### src/rtl/gate_eval_pkg.sv
// Shared types and the gate evaluation function for gate_eval_arbiter.
//   op_e     : 3-bit opcode encoding (AND..INV, 7 reserved)
//   state_e  : arbiter FSM states
//   ge_res_t : evaluation result (GE_MAX_W-bit y plus reserved-opcode flag)
//   eval_gate: bitwise evaluation on GE_MAX_W-wide operands; callers
//              zero-extend their operands and keep the low WIDTH bits.
package gate_eval_pkg;

  localparam int GE_MAX_W = 32;

  typedef enum logic [2:0] {
    OP_AND  = 3'd0,
    OP_NAND = 3'd1,
    OP_OR   = 3'd2,
    OP_NOR  = 3'd3,
    OP_XOR  = 3'd4,
    OP_XNOR = 3'd5,
    OP_INV  = 3'd6,
    OP_RSVD = 3'd7
  } op_e;

  typedef enum logic [1:0] {
    IDLE = 2'd0,
    EVAL = 2'd1,
    DONE = 2'd2
  } state_e;

  typedef struct packed {
    logic [GE_MAX_W-1:0] y;
    logic                err;
  } ge_res_t;

  function automatic ge_res_t eval_gate(op_e op, logic [GE_MAX_W-1:0] a,
                                        logic [GE_MAX_W-1:0] b);
    ge_res_t r;
    r.y   = '0;
    r.err = 1'b0;
    case (op)
      OP_AND:  r.y = a & b;
      OP_NAND: r.y = ~(a & b);
      OP_OR:   r.y = a | b;
      OP_NOR:  r.y = ~(a | b);
      OP_XOR:  r.y = a ^ b;
      OP_XNOR: r.y = ~(a ^ b);
      OP_INV:  r.y = ~a;
      default: r.err = 1'b1;  // reserved: y stays zero
    endcase
    return r;
  endfunction

endpackage

### src/rtl/gate_eval_arbiter_rr_arbiter.sv
// Combinational round-robin picker.
//   req : request vector
//   ptr : highest-priority index (must be < N)
//   win : one-hot winner (zero when no request)
//   idx : winner index (zero when no request)
// The search starts at ptr and wraps, taking the first set request.
module rr_arbiter #(
  parameter int N  = 4,
  parameter int IW = $clog2(N)
) (
  input  logic [N-1:0]  req,
  input  logic [IW-1:0] ptr,
  output logic [N-1:0]  win,
  output logic [IW-1:0] idx
);

  logic [IW:0] pos;
  logic        found;

  always_comb begin
    win   = '0;
    idx   = '0;
    found = 1'b0;
    pos   = '0;
    for (int k = 0; k < N; k++) begin
      // ptr < N and k < N, so a single subtraction completes the wrap
      pos = {1'b0, ptr} + (IW+1)'(k);
      if (pos >= (IW+1)'(N)) pos = pos - (IW+1)'(N);
      if (!found && req[pos[IW-1:0]]) begin
        found                = 1'b1;
        win[pos[IW-1:0]]     = 1'b1;
        idx                  = pos[IW-1:0];
      end
    end
  end

endmodule

### src/rtl/gate_eval_arbiter.sv
// Shares one logic evaluation unit among N requesters.
//   clk, rst_n : clock, async active-low reset
//   req[N]     : request levels
//   op[3N]     : opcodes, requester i at [3i+2:3i]
//   a, b[W*N]  : operands, requester i at [W*i +: W]
//   gnt[N]     : one-hot grant, capture through done
//   done[N]    : one-hot one-cycle completion pulse
//   y[W]       : result, updated on DONE entry and held
//   err        : reserved-opcode flag, pulsed with done
// A grant captures the winner's operands; EVAL lasts DELAY cycles to model
// propagation delay, then DONE pulses for one cycle and the pointer advances.
module gate_eval_arbiter
  import gate_eval_pkg::*;
#(
  parameter int N     = 4,
  parameter int WIDTH = 4,
  parameter int DELAY = 2
) (
  input  logic               clk,
  input  logic               rst_n,
  input  logic [N-1:0]       req,
  input  logic [3*N-1:0]     op,
  input  logic [WIDTH*N-1:0] a,
  input  logic [WIDTH*N-1:0] b,
  output logic [N-1:0]       gnt,
  output logic [N-1:0]       done,
  output logic [WIDTH-1:0]   y,
  output logic               err
);

  localparam int IW = $clog2(N);
  localparam int CW = (DELAY > 1) ? $clog2(DELAY) : 1;

  if (N < 2 || N > 16 || DELAY < 1 || WIDTH < 1 || WIDTH > GE_MAX_W) begin : g_bad_param
    $error("gate_eval_arbiter: illegal parameters N=%0d WIDTH=%0d DELAY=%0d",
           N, WIDTH, DELAY);
  end

  // per-requester views of the flat buses
  logic [N-1:0][2:0]       op_v;
  logic [N-1:0][WIDTH-1:0] a_v, b_v;
  assign op_v = op;
  assign a_v  = a;
  assign b_v  = b;

  state_e          state_q, state_d;
  logic [CW-1:0]   cnt_q;
  logic [IW-1:0]   ptr_q, win_q;
  logic [N-1:0]    gnt_q;
  op_e             op_q;
  logic [WIDTH-1:0] a_q, b_q, y_q;
  logic            err_q;

  logic [N-1:0]    arb_win;
  logic [IW-1:0]   arb_idx;

  rr_arbiter #(.N(N), .IW(IW)) u_arb (
    .req (req),
    .ptr (ptr_q),
    .win (arb_win),
    .idx (arb_idx)
  );

  ge_res_t             res;
  logic [GE_MAX_W-1:0] y_wide_unused;  // bits above WIDTH are don't-care
  always_comb res = eval_gate(op_q, GE_MAX_W'(a_q), GE_MAX_W'(b_q));
  assign y_wide_unused = res.y;

  // state register
  always_ff @(posedge clk or negedge rst_n) begin
    if (!rst_n) state_q <= IDLE;
    else        state_q <= state_d;
  end

  // next state
  always_comb begin
    state_d = state_q;
    case (state_q)
      IDLE:    if (|req) state_d = EVAL;
      EVAL:    if (cnt_q == '0) state_d = DONE;
      DONE:    state_d = IDLE;
      default: state_d = IDLE;
    endcase
  end

  // outputs: done/err are qualified by DONE so they are single-cycle pulses
  always_comb begin
    done = (state_q == DONE) ? gnt_q : '0;
    err  = (state_q == DONE) && err_q;
  end

  assign gnt = gnt_q;
  assign y   = y_q;

  // datapath: capture, countdown, result register, pointer
  always_ff @(posedge clk or negedge rst_n) begin
    if (!rst_n) begin
      cnt_q <= '0;
      ptr_q <= '0;
      win_q <= '0;
      gnt_q <= '0;
      op_q  <= OP_AND;
      a_q   <= '0;
      b_q   <= '0;
      y_q   <= '0;
      err_q <= 1'b0;
    end else begin
      case (state_q)
        IDLE: if (|req) begin
          win_q <= arb_idx;
          gnt_q <= arb_win;
          op_q  <= op_e'(op_v[arb_idx]);
          a_q   <= a_v[arb_idx];
          b_q   <= b_v[arb_idx];
          cnt_q <= CW'(DELAY - 1);
        end
        EVAL: begin
          if (cnt_q == '0) begin
            y_q   <= y_wide_unused[WIDTH-1:0];
            err_q <= res.err;
          end else begin
            cnt_q <= cnt_q - 1'b1;
          end
        end
        DONE: begin
          gnt_q <= '0;
          ptr_q <= (win_q == IW'(N - 1)) ? '0 : win_q + 1'b1;
        end
        default: gnt_q <= '0;
      endcase
    end
  end

endmodule

### config.mk
export PLATFORM = sky130hd
export DESIGN_NAME = gate_eval_arbiter
export DESIGN_NICKNAME = d
export VERILOG_FILES = /design/src/rtl/gate_eval_pkg.sv /design/src/rtl/gate_eval_arbiter_rr_arbiter.sv /design/src/rtl/gate_eval_arbiter.sv
export SDC_FILE = /design/constraint.sdc
export NUM_CORES = 1
export LEC_CHECK = 0
export ABC_CLOCK_PERIOD_IN_PS = 5000
export BUFFER_PORTS_ARGS = -buffer_cell sky130_fd_sc_hd__buf_2
export CAP_MARGIN = 20
export CORE_ASPECT_RATIO = 1.4
export CORE_MARGIN = 2
export CORE_UTILIZATION = 40
export CTS_BUF_LIST = sky130_fd_sc_hd__clkbuf_16
export DETAILED_ROUTE_END_ITERATION = 16
export HOLD_SLACK_MARGIN = 0.05
export PLACE_DENSITY_LB_ADDON = 0.3
export REMOVE_ABC_BUFFERS = 1
export SYNTH_ARGS = -nofsm -noshare
export SYNTH_HDL_FRONTEND = slang
export SYNTH_SLANG_ARGS = --single-unit
### constraint.sdc
create_clock -name clk -period 5 [get_ports clk]
set_input_delay 0.25 -clock clk [delete_from_list [all_inputs] [get_ports clk]]
set_output_delay 0.25 -clock clk [all_outputs]
set_load 0.02 [all_outputs]
# After elaboration in Yosys (flattened, before gate mapping)
# Index checks and enable logic that the tools add are counted.
[word_totals] register_bits=27 in_bits=50 out_inout_bits=13 elab_cells=125
[op_classes] addsub=9 order_cmp=13 eq_ne=11 muxes=49 bitwise=12 reduce_logical=21
[op_table] op="2-to-1 mux 4 bit" count=8
[op_table] op="one-hot mux 4 bit (7 select lines)" count=1
[op_table] op="2-to-1 mux 2 bit" count=11
[op_table] op="binary-select mux 4 bit (select 2 bit)" count=2
[op_table] op="NOT 4 bit" count=4
[op_table] op="OR 4 bit" count=4
[op_table] op="< comparator 2 x 3 -> 1 bit (second input constant)" count=5
[op_table] op="2-to-1 mux 1 bit" count=14
[op_table] op="AND reduction 2 bit" count=5
[op_table] op="== test 3 bit (second input constant)" count=3
[op_table] op="greater-or-equal comparator 3 bit (second input constant)" count=3
[op_table] op="binary-select mux 1 bit (select 2 bit)" count=4
[op_table] op="demux 1 bit (select 2 bit)" count=4
[op_table] op="greater-or-equal comparator 2 x 1 -> 1 bit (second input constant)" count=4
[op_table] op="logical AND 1 bit" count=8
[op_table] op="one-hot mux 4 bit (2 select lines)" count=1
[op_table] op="subtractor 2 x 1 -> 2 bit (second input constant)" count=4
[op_table] op="OR reduction 7 bit" count=1
[op_table] op="adder 2 x 2 -> 3 bit (second input constant)" count=2
[op_table] op="binary-select mux 3 bit (select 2 bit)" count=1
[op_table] op="== test 3 x 2 -> 1 bit (second input constant)" count=2
[op_table] op="AND 4 bit" count=1
[op_table] op="== test 2 bit (second input constant)" count=2
[op_table] op="inequality test 2 bit (second input constant)" count=2
[op_table] op="other kinds (16)" count=19

# Logic depth before layout (Yosys ltp)
[logic_depth] depth_word=16 depth_mapped=12

# Cells and area by module
# A second synthesis with hierarchy kept.
[unflattened] hier_cells=223 hier_area_um2=2199.6
[modules_own_cells] mod="gate_eval_arbiter" instances=1 cells_each=158 area_each_um2=1710.4 seq_area_each_um2=675.6
[modules_own_cells] mod="rr_arbiter" instances=1 cells_each=65 area_each_um2=489.2 seq_area_each_um2=0.0

# Least setup slack after synthesis
# Ideal clock, no wire load.
[synth_timing] path_type="register to register" start="reg ptr_q[0]" end="reg op_q[0]" t_arrival_ns=2.837 path_slack_ns=2.028 stages_incl_launch_ff=12 path_buffers=4 synth_period_minus_slack_ns=2.972 path_cell_list="dfrtp_1 > buf_6 > inv_1 > clkbuf_1 > buf_1 > ha_1 > mux4_2 > and2b_4 > buf_2 > nor3_1 > a311oi_1 > o221ai_2"
[synth_between] elab_chain_len=16 word_cells_on_any_way=38
[synth_rtl] element="start, declared" line="gate_eval_arbiter.sv:48" text="logic [IW-1:0] ptr_q, win_q;"
[synth_rtl] element="start signal, assigned" line="gate_eval_arbiter.sv:127" text="ptr_q <= (win_q == IW'(N - 1)) ? '0 : win_q + 1'b1;"
[synth_rtl] element="branches (longest 13 deep; another with adder 2 x 1 -> 3 bit)"
[synth_rtl] element="2-to-1 mux 2 bit (*)" line="gate_eval_arbiter_rr_arbiter.sv:29" text="if (!found && req[pos[IW-1:0]]) begin"
[synth_rtl] element="binary-select mux 3 bit (select 2 bit) (*)" line="gate_eval_arbiter.sv:112" text="op_q <= op_e'(op_v[arb_idx]);"
[synth_rtl] element="2-to-1 mux 3 bit (implied by the code) (*)" line="gate_eval_arbiter.sv:112"
[synth_rtl] element="end signal, assigned" line="gate_eval_arbiter.sv:112"
[synth_rtl] element="end, declared" line="gate_eval_arbiter.sv:50" text="op_e op_q;"
# Every way passes the cells marked *. The select of a mux whose other input is x is not followed.
# A chain may end at the register's enable or synchronous reset.

# Worst setup path in the final report
[layout_timing] start="reg ptr_q[0]" end="reg op_q[2]"
# Same word-level chain as after synthesis.

==> flow_summary_export.csv <==
group,metric,value,unit
clock_network,clkTransAtPathRegs,0.07,ns
routing,avgRoutedWirePerCell,13.5,um
clock_network,cts.path.max_buffers,2,
clock_network,clock-sinks,27,
setup_path,ff2ff_path_depth,7,
place,port_buffers,62,
clock_network,clock_latency,0.26,ns
setup_path,crit_required,5.12,ns
sta,tns,0,ns
setup_path,end_kind,"flip-flop",
layout,fill_cells,669,
sta,clock_skew,0.00693,ns
setup_path,timing.rr.start,"ptr_q[0]$_DFFE_PN0N_",
logic_synthesis,async_reset_ff_share,100,%
hold_path,min_to,"op_q[0]$_DFFE_PN0P_",
layout,drive_above_1_share,21.3,%
setup_path,reg2reg_to,"op_q[2]$_DFFE_PN0P_",
floorplanning,rows,35,
floorplanning,die_area,0.00755,mm^2
grt,grt_max_degree,51,
logic_synthesis,ys_seq_area_share,24.6,%
layout,areaGrowthSynthToFinish,14.2,%
logic_synthesis,syn_inst,360,
floorplanning,initial_core_util,41.5,%
hold_path,holdPathStages,3,
sta,maxSlewHeadroom,43.2,%
pwr,vdd_drop_max,0.262,mV
grt,grt.total_usage,18.6,%
routing,postRouteWirelength,6620,um
logic_synthesis,ys_seq_elements,27,
pwr,p_leak,1.42,nW
routing,drtIter0Drc,134,
logic_synthesis,netlist_area,0.00274,mm^2
grt,grt_pass1_wl,11500,um
clock_network,h-tree-depth,1,
logic_synthesis,synthDistinctLibCells,44,
sta,period_share,61.5,%
logic_synthesis,synthFlopType,"dfrtp_1",
setup_path,crit_arrival,3.19,ns
routing,dr.pass1.iters,5,
routing,drc,0,
grt,grt_pass1_vias,2532,
logic_synthesis,synth_edf_count,0,
place,hpwl,4860,um
grt,grt_antenna_before_repair,0,
hold_path,hold_start,"op[3]",
sta,clock.fmax,325,MHz
clock_network,numCtsBuffers,3,
pwr,p_per_area,659,mW/mm^2
routing,routed_via_density,5.48,
sta,whs,0.341,ns
clock_network,cts_tree,"done",
sta,hold_viol,0,
floorplanning,io_pins,63,
sta,tightest_slew,0.852,ns
grt,gr-total-overflow,0,
sta,min_period,3.08,ns
routing,vias,2695,
floorplanning,die_w,74,um
outcome,status,"completed",
floorplanning,core,0.00661,mm^2
setup_path,worst_setup_path_start_kind,"flip-flop",
place,post-place-cells,487,
run,drv_cap,0,
logic_synthesis,yosysWarnings,0,
clock_network,post_cts_buffers,0,
layout,final_nets,467,
setup_path,critPathKind,"flip-flop to flip-flop",
layout,diodes,0,
hold_path,holdCritPathClass,"input pin to flip-flop",
place,routabilityCongestion,0.766,
clock_network,cts.root.buffer_cell,"clkbuf_16",
sta,final_max_slew_viol_count,0,
logic_synthesis,syn_area_per_cell,7.62,um^2
clock_network,hold_buffers,1,
sta,setup_viol,0,
floorplanning,fp.dieH,102,um
sta,grt_setup_unrepaired,"false",
setup_path,r2r_slack,1.92,ns
routing,drtAntennaViolNets,0,
layout,fin_cells,492,
setup_path,crit_fanout,23,
clock_network,ctsResizeCount,0,
==> routing by layer <==
layer | GRT usage, % | routed length (um) | vias up
li1 | - | - | 1377
met3 | 1.78 | 219 | 4
met4 | 3.22 | 40 | 0
met5 | 0 | 0 | -
met1 | 24.7 | 2940 | 1255
met2 | 32.8 | 3420 | 59
==> synthesized netlist by cell type, types with 3 or more instances <==
cell type  number  share of area (%)
o21ai_0        11                2.0
clkbuf_1       19                2.6
buf_2           4               0.73
mux2i_1         6                2.2
a221o_1         4                1.5
inv_1          13                1.8
a211oi_1       10                2.7
nor3_1         15                2.7
nand2_1       103                 14
a22oi_1        22                6.0
xnor2_1         4                1.3
a21oi_1         3               0.55
nand2b_1        7                1.6
nor2_1         19                2.6
o221ai_1       11                3.5
and2_1          5                1.1
ha_1           16                7.3
nand3_1         6                1.1
buf_6           4                1.6
dfrtp_1        27                 25
mux4_2          4                3.3
a311oi_1       17                5.4
==> power breakdown <==
group | total [mW] | internal, mW | leakage (nW) | switching [mW]
registers | 0.473 | 0.328 | 0.335 | 0.145
clock network | 0.188 | 0.109 | 0.0371 | 0.0796
logic | 1.40 | 0.567 | 1.04 | 0.836
total | 2.07 | 1.00 | 1.42 | 1.06
==> critical path: stages, from the launching register on <==
cell and delay, ns:
dfrtp_2 0.62, inv_1 0.13, ha_1 0.45, mux4_2 0.47, and2b_4 0.49, nor2_2 0.21, a311oi_1 0.39, o221ai_1 0.16
==> placed cells by master (no fill, tap or decap), types with 2 or more instances in the layout <==
master	Yosys	layout
mux2i_1	6	6
mux4_2	4	4
a21oi_1	3	3
and2_1	5	5
clkbuf_16	0	3
a221o_1	4	4
o221ai_1	11	11
buf_2	4	62
nand2b_1	7	7
nand2b_4	2	2
a211oi_1	10	10
a22oi_1	22	22
buf_4	1	3
o22ai_1	2	2
nor3_1	15	15
o211ai_1	2	2
xnor2_1	4	4
or3_1	2	2
a311oi_1	17	17
nand3_1	6	6
nand2_1	103	103
ha_1	16	16
nor2b_1	2	2
o221ai_2	2	2
mux2_2	2	2
inv_1	13	13
o21ai_0	11	11
nor2_1	19	19
dfrtp_1	27	26
==> metrics by stage <==
| step | instance area [um^2] | total power, mW | setup WS (ns) | utilization, % |
|---|---|---|---|---|
| 5_1_grt | 3130 | 2.29 | 1.74 | 47.4 |
| 4_1_cts | 3130 | 2.08 | 1.90 | 47.4 |
| 6_report | 3130 | 2.07 | 1.92 | 47.4 |
| 2_1_floorplan | 2590 | 1.53 | 0.610 | - |
| 3_3_place_gp | 3040 | 1.85 | 2.02 | 46.0 |
| 3_5_place_dp | 3040 | 1.89 | 1.89 | 46.0 |
==> worst max path at each step <==
stage / start / endpoint / cells past startpoint
3_5_place_dp: ptr_q[0]$_DFFE_PN0N_ / op_q[2]$_DFFE_PN0P_ / 7
2_1_floorplan: ptr_q[0]$_DFFE_PN0N_ / op_q[0]$_DFFE_PN0P_ / 7
4_1_cts: ptr_q[0]$_DFFE_PN0N_ / op_q[2]$_DFFE_PN0P_ / 7
6_report: ptr_q[0]$_DFFE_PN0N_ / op_q[2]$_DFFE_PN0P_ / 7
3_3_place_gp: ptr_q[0]$_DFFE_PN0N_ / op_q[0]$_DFFE_PN0P_ / 7
5_1_grt: ptr_q[0]$_DFFE_PN0N_ / op_q[2]$_DFFE_PN0P_ / 7
==> cell families after synthesis <==
family	count (synthesis)	share of synthesized area (%)
buffers and inverters	43	7.30
AOI/OAI and AO/OA	91	25.9
adders and majority gates	16	7.30
DFF	27	24.6
muxes	12	6.29
and+or+nand+nor	166	27.0
xor gates and xnor gates	5	1.60
==> cell type report <==
| cell class | count | area (um^2) | share of cell area, % |
|---|---|---|---|
| inverters | 13 | 48.8 | 1.56 |
| well taps | 92 | 115 | 3.67 |
| flip-flops and latches | 27 | 677 | 21.6 |
| clock buffers | 3 | 75.1 | 2.40 |
| repair buffers | 66 | 343 | 10.9 |
| clock inverters | 1 | 7.51 | 0.240 |
| multi-input cells | 290 | 1870 | 59.6 |
==> state kept, by name, indices dropped and copies added, names as in the netlist <==
name	cells
cnt_q	1
op_q	3
b_q	4
win_q	2
a_q	4
gnt	4
ptr_q	2
err_q	1
state_q	2
y	4
Note: power is estimated with default switching activity, not from simulation.
